## src/rtl/instr_mem_loader.sv

```systemverilog
// Streams 32-bit instruction words into a byte-wide instruction memory, holding the core while loading.
// Optional LOADER_CHECKSUM_EN adds a mod-256 CHECKSUM output over the bytes written in a session.
module instr_mem_loader #(
  parameter int ADDR_W = 10
) (
  input  logic              CLK,
  input  logic              RESET,
  input  logic              START,
  input  logic [ADDR_W-1:0] BASE_ADDR,
  input  logic [31:0]       WORD_IN,
  input  logic              WORD_VALID,
  input  logic              WORD_LAST,
  output logic              WORD_READY,
  output logic              MEM_WE,
  output logic [ADDR_W-1:0] MEM_ADDR,
  output logic [7:0]        MEM_WDATA,
  output logic              BUSY,
  output logic              CPU_HOLD,
  output logic              DONE,
  output logic              OVERFLOW
`ifdef LOADER_CHECKSUM_EN
  ,
  output logic [7:0]        CHECKSUM
`endif
);

  typedef enum logic [1:0] {IDLE, WAIT_WORD, WRITE, FINISH} state_t;

  state_t            state, state_nxt;
  logic [ADDR_W:0]   ptr;        // extra MSB flags "one past the end of memory"
  logic [31:0]       word_q;
  logic              last_q;
  logic [1:0]        byte_idx;
  logic              ovf_q;
  logic [ADDR_W-1:0] addr_hold;
  logic [7:0]        data_hold;
  logic              start_go, accept, ovf_set;
  logic [ADDR_W-1:0] cur_addr;
  logic [7:0]        cur_byte;

  assign cur_addr = ptr[ADDR_W-1:0] + ADDR_W'(byte_idx);
  assign cur_byte = word_q[{byte_idx, 3'b000} +: 8];

  always_ff @(posedge CLK) begin
    if (RESET) state <= IDLE;
    else       state <= state_nxt;
  end

  always_comb begin
    state_nxt  = state;
    WORD_READY = 1'b0;
    MEM_WE     = 1'b0;
    BUSY       = 1'b1;
    DONE       = 1'b0;
    start_go   = 1'b0;
    accept     = 1'b0;
    ovf_set    = 1'b0;
    case (state)
      IDLE: begin
        BUSY = 1'b0;
        if (START) begin
          start_go  = 1'b1;
          state_nxt = WAIT_WORD;
        end
      end
      WAIT_WORD: begin
        if (ptr[ADDR_W]) begin
          ovf_set   = 1'b1;
          state_nxt = FINISH;
        end else begin
          WORD_READY = 1'b1;
          if (WORD_VALID) begin
            accept    = 1'b1;
            state_nxt = WRITE;
          end
        end
      end
      WRITE: begin
        MEM_WE = 1'b1;
        if (byte_idx == 2'd3) state_nxt = last_q ? FINISH : WAIT_WORD;
      end
      FINISH: begin
        DONE      = 1'b1;
        state_nxt = IDLE;
      end
      default: state_nxt = IDLE;
    endcase
  end

  // Address/data are driven live during WRITE and otherwise hold the last byte written.
  assign MEM_ADDR  = MEM_WE ? cur_addr : addr_hold;
  assign MEM_WDATA = MEM_WE ? cur_byte : data_hold;
  assign CPU_HOLD  = BUSY;
  assign OVERFLOW  = ovf_q;

  always_ff @(posedge CLK) begin
    if (RESET) begin
      ptr       <= '0;
      word_q    <= '0;
      last_q    <= 1'b0;
      byte_idx  <= '0;
      ovf_q     <= 1'b0;
      addr_hold <= '0;
      data_hold <= '0;
    end else begin
      if (start_go) begin
        ptr   <= {1'b0, BASE_ADDR & ~ADDR_W'(3)};
        ovf_q <= 1'b0;
      end
      if (accept) begin
        word_q   <= WORD_IN;
        last_q   <= WORD_LAST;
        byte_idx <= '0;
      end
      if (ovf_set) ovf_q <= 1'b1;
      if (MEM_WE) begin
        addr_hold <= cur_addr;
        data_hold <= cur_byte;
        byte_idx  <= byte_idx + 2'd1;
        if (byte_idx == 2'd3) ptr <= ptr + (ADDR_W+1)'(4);
      end
    end
  end

`ifdef LOADER_CHECKSUM_EN
  always_ff @(posedge CLK) begin
    if (RESET)         CHECKSUM <= '0;
    else if (start_go) CHECKSUM <= '0;
    else if (MEM_WE)   CHECKSUM <= CHECKSUM + cur_byte;
  end
`endif

endmodule

```

## config.mk

```make
export PLATFORM = sky130hd
export DESIGN_NAME = instr_mem_loader
export DESIGN_NICKNAME = d
export VERILOG_FILES = /design/src/rtl/instr_mem_loader.sv
export SDC_FILE = /design/constraint.sdc
export NUM_CORES = 1
export LEC_CHECK = 0
export CORE_UTILIZATION = 30
export DETAILED_ROUTE_END_ITERATION = 12
export DONT_BUFFER_PORTS = 1
export PLACE_DENSITY = 0.4
export SYNTH_ARGS = -nofsm -noshare
export SYNTH_HDL_FRONTEND = slang
export SYNTH_SLANG_ARGS = --single-unit
```

## constraint.sdc

```tcl
create_clock -name CLK -period 3.1 [get_ports CLK]
set_clock_uncertainty 0.05 [all_clocks]
set_input_delay 0.465 -clock CLK [delete_from_list [all_inputs] [get_ports CLK]]
set_output_delay 0.465 -clock CLK [all_outputs]
set_load 0.05 [all_outputs]
```

Word level (Yosys, flattened, before mapping)
Index checks and enable logic that the tools add are counted.
{"block": "word_totals", "register_bits": 67, "input_bits": 47, "out_inout_bits": 24, "word_cells": 50}
{"block": "op_classes", "addsub": 3, "eq_ne": 7, "shift": 1, "mux": 27, "reduce_logical": 4}
{"operator": "11-bit two-way mux", "n": 3}
{"operator": "32-bit by 6-bit indexed part select with 8-bit output", "n": 1}
{"operator": "1-bit two-way mux", "n": 14}
{"operator": "2-bit two-way mux", "n": 7}
{"operator": "11-bit by 3-bit adder with 11-bit output, second input constant", "n": 1}
{"operator": "10-bit by 2-bit adder with 10-bit output", "n": 1}
{"operator": "10-bit two-way mux", "n": 1}
{"operator": "8-bit two-way mux", "n": 1}
{"operator": "2-bit one-hot mux with 4 select lines", "n": 1}
{"operator": "2-bit equality test, second input constant", "n": 3}
{"operator": "2-bit inequality test, second input constant", "n": 2}
{"operator": "2-bit nonzero test", "n": 2}
{"operator": "3-bit inequality test, second input constant", "n": 1}
{"operator": "3-bit AND reduction", "n": 1}
{"operator": "2-bit by 1-bit adder with 2-bit output, second input constant", "n": 1}
{"operator": "2-bit by 1-bit equality test with 1-bit output, second input constant", "n": 1}
{"operator": "2-bit zero test", "n": 1}

Logic depth before layout (Yosys ltp)
{"block": "depth", "ltp_word": 5, "depth_mapped": 8, "depth_no_buf": 7}

Worst setup path before layout
Ideal clock, no wire load.
{"block": "synth_path", "kind": "register to output", "start": "register byte_idx[1]", "end": "output MEM_ADDR[4]", "arrival_time_ns": 2.538, "t_required_ns": 2.585, "slack_ns": 0.047, "stages_incl_launch_ff": 7, "n_path_buf": 1, "path_cell_list": "dfxtp_1 clkbuf_1 inv_1 fa_1 nor2b_1 xnor2_1 o21ai_0"}
{"block": "synth_via", "elab_chain_len": 2}
{"item": "start, declared", "line_no": "33", "rtl": "logic [1:0] byte_idx;"}
{"item": "start signal, assigned", "line_no": "119", "rtl": "byte_idx <= byte_idx + 2'd1;"}
{"item": "10-bit by 2-bit adder with 10-bit output", "line_no": "41", "rtl": "assign cur_addr = ptr[ADDR_W-1:0] + ADDR_W'(byte_idx);"}
{"item": "10-bit two-way mux"}
{"item": "end, declared", "line_no": "15", "rtl": "output logic [ADDR_W-1:0] MEM_ADDR,"}
No other way between the ends.

Worst setup path after layout
{"block": "layout_path", "start": "register ptr[0]", "end": "output MEM_ADDR[8]"}
{"block": "layout_via", "elab_chain_len": 2}
{"item": "start, declared", "line_no": "30", "rtl": "logic [ADDR_W:0] ptr; // extra MSB flags \"one past the end of memory\""}
{"item": "start signal, assigned", "line_no": "107", "rtl": "ptr <= {1'b0, BASE_ADDR & ~ADDR_W'(3)};"}
{"item": "start signal, assigned", "line_no": "120", "rtl": "if (byte_idx == 2'd3) ptr <= ptr + (ADDR_W+1)'(4);"}
{"item": "10-bit by 2-bit adder with 10-bit output", "line_no": "41"}
{"item": "10-bit two-way mux"}
No other way between the ends.

==> impl_metrics.py <==
metrics = {
    "run_status": {
        "outcome": "finished clean",
    },
    "setup_path": {
        "cp.arrival_ns": 2.12,
        "r2r-end": "word_q[3]$_SDFFE_PP0P_",
        "rrSetupSlack_ns": 1.04,
        "start_kind": "flip-flop",
        "end_kind": "output port",
        "criticalPathCategory": "reg2out",
        "worstPathRequired_ns": 2.58,
        "reg2reg_from": "state[0]$_SDFFE_PP0P_",
        "path_max_fanout": 4,
        "reg2reg_depth": 6,
    },
    "routing": {
        "drc": 0,
        "ant_nets": 0,
        "initialDrtViolationCount": 124,
        "num_vias": 2439,
        "via_per_inst": 4.718,
        "wirelength_um": 7388,
        "post_drt_wl_per_cell_um": 14.29,
        "drt-pass1-iter-count": 4,
    },
    "cts": {
        "htreeDepth": 3,
        "clock_latency_ns": 0.34,
        "cts_hold_buf": 0,
        "cts_max_path_buffers": 2,
        "cts_root_buffer": "clkbuf_8",
        "cts_buffers": 9,
        "cts_tree": "done",
        "post_cts_buffers": 0,
        "clock_sinks": 67,
        "post_cts_resized": 0,
        "path_clk_slew_ns": 0.08,
    },
    "sta": {
        "hold_slack_ns": 0.1367,
        "tns_ns": 0,
        "rsz0062_at_grt": "false",
        "maxSlewHeadroom_pct": 65.18,
        "period_share_pct": 85.10,
        "tightestPinTransition_ns": 0.5216,
        "finalCriticalPeriod_ns": 2.638,
        "hold_viol": 0,
        "finalSetupViolations": 0,
        "max_freq_mhz": 379.1,
        "slew_violations": 0,
    },
    "final_layout": {
        "syn2layout_area_growth_pct": 17.30,
        "drive_above_1_share_pct": 14.84,
        "final_common_cell": "nand2_1",
        "design_area_um2": 3580,
        "final.fill_count": 1069,
        "final_cell_mix": "nand2_1 (105), dfxtp_1 (67), a21oi_1 (62), buf_4 (17), nor2_1 (16)",
        "final_cells": 517,
        "n_antenna_cell": 0,
        "num-nets-final": 431,
    },
    "synthesis": {
        "yosysWarnings": 0,
        "synth_seq_cells": 67,
        "synth_edf_count": 0,
        "postSynthAreaPerCell_um2": 8.226,
        "synth_cells": 371,
        "ys_seq_area_share_pct": 43.95,
        "syn-cell-area_um2": 3052,
        "synthDistinctLibCells": 40,
        "async_reset_ff_share_pct": 0,
        "syn_nets": 423,
        "ys.flop_type": "dfxtp_1",
    },
    "global_route": {
        "grt_max_degree": 68,
        "grt_antenna_before_repair": 0,
        "grt_pass1_wl_um": 11920,
        "track_usage_pct": 15.07,
        "grt_pass1_vias": 2263,
        "overflow": 0,
    },
    "placement": {
        "hpwl_um": 5041,
        "place_inst": 501,
        "dpl_cell_area_um2": 3356,
        "port_buffers": 0,
        "place.gp.congestion": 0.7814,
    },
    "run": {
        "maxCapViolations": 0,
    },
    "die": {
        "dieWidth_um": 102.9,
        "pin_count": 71,
        "core_um2": 9819,
        "start_util_pct": 31.08,
        "row_count": 36,
        "dieArea_um2": 10580,
        "die_y_um": 102.9,
    },
    "power_and_ir_drop": {
        "ir_drop_uv": 184.2,
        "total_power_uw": 1943,
        "p_leak_uw": 0.001279,
        "power_density_nw_per_um2": 542.7,
    },
    "min_path": {
        "hold_path.class": "in2reg",
        "hold_depth": 1,
        "hold_path_end": "word_q[29]$_SDFFE_PP0P_",
        "holdCritStartpoint": "RESET",
    },
}
cells by family (layout without fill, tap and decap cells):
group | count (synthesis) | after routing | share of synthesized area, %
and+or+nand+nor | 161 | 161 | 23.82
AOI/OAI and AO/OA | 86 | 86 | 15.25
DFF | 67 | 67 | 43.95
buffers and inverters | 36 | 49 | 6.437
muxes | 9 | 9 | 6.232
xor gates and xnor gates | 7 | 7 | 2.009
adders and majority gates | 5 | 5 | 2.296
Yosys cell counts (2+ instances only):
master	number	share of area (%)
clkbuf_1	9	1.1
nor3_1	5	0.82
nand3_2	2	0.66
a21oi_1	62	10
xor2_1	3	0.86
nor2_1	16	2.0
nor2b_1	5	1.0
inv_1	7	0.86
nand4b_1	2	0.57
and2_1	2	0.41
or3_1	2	0.41
nand3b_1	2	0.49
nor3b_2	2	0.82
nand2_1	105	13
o21ai_0	10	1.6
ha_1	4	1.6
buf_4	7	1.7
and3_1	2	0.41
dfxtp_1	67	44
a32oi_1	2	0.57
nor4_1	2	0.41
mux4_2	8	5.9
nand2b_1	2	0.41
nand3_1	4	0.66
buf_2	10	1.6
xnor2_1	4	1.1
a31oi_1	4	0.82
a211oi_1	6	1.5
buf_6	3	1.1
or2_2	2	0.41
flip-flops by register name, summed over array words and instances, names as in the netlist:
signal	flops
ptr	11
last_q	1
word_q	32
OVERFLOW	1
data_hold	8
byte_idx	2
state	2
addr_hold	10
critical path: stages (launching register included):
cell and delay (ns):
dfxtp_1 0.35, ha_1 0.16, inv_1 0.05, fa_1 0.43
nand4b_1 0.21, xor2_1 0.18, a21oi_1 0.17, buf_4 0.22
per-layer routing:
metal / GRT usage [%] / vias to the layer above / wire length, µm
met5: 0 / - / 0
li1: - / 1277 / -
met3: 2.780 / 9 / 320
met2: 20.51 / 46 / 3094
met1: 22.83 / 1107 / 3865
met4: 6.501 / 0 / 107
final cells by class:
cell class	instances	area (µm²)	share of cell area (%)
Tap cell	133	166.4	4.649
Clock inverter	7	100.1	2.796
Sequential cell	67	1341	37.47
Inverter	7	26.28	0.7340
Multi-Input combinational cell	268	1514	42.29
Clock buffer	9	123.9	3.460
Timing Repair Buffer	26	307.8	8.598
how the worst max path moves through the flow:
stage | from | end | slack (ns) | cells after the start
6_report | ptr[0]$_SDFFE_PP0P_ | MEM_ADDR[8] | 0.46 | 7
3_3_place_gp | ptr[0]$_SDFFE_PP0P_ | MEM_ADDR[8] | 0.83 | 7
3_5_place_dp | ptr[0]$_SDFFE_PP0P_ | MEM_ADDR[8] | 0.82 | 7
5_1_grt | ptr[0]$_SDFFE_PP0P_ | MEM_ADDR[8] | 0.32 | 7
4_1_cts | ptr[0]$_SDFFE_PP0P_ | MEM_ADDR[8] | 0.42 | 7
2_1_floorplan | byte_idx[1]$_SDFFE_PP0P_ | MEM_ADDR[4] | 0.05 | 6
stage by stage:
| stage | util, % | worst slack [ns] |
|---|---|---|
| after floorplan | - | 0.04654 |
| after global placement | 34.17 | 0.8294 |
| after detailed placement | 34.17 | 0.8164 |
| after CTS | 36.46 | 0.4159 |
| after global routing | 36.46 | 0.3229 |
| final | 36.46 | 0.4619 |
power breakdown:
part | switching, µW | internal (µW) | total, µW
registers | 27.9 | 892 | 920
clock network | 360 | 458 | 818
logic | 133 | 70.6 | 204
Note: power is estimated with default switching activity, not from simulation.
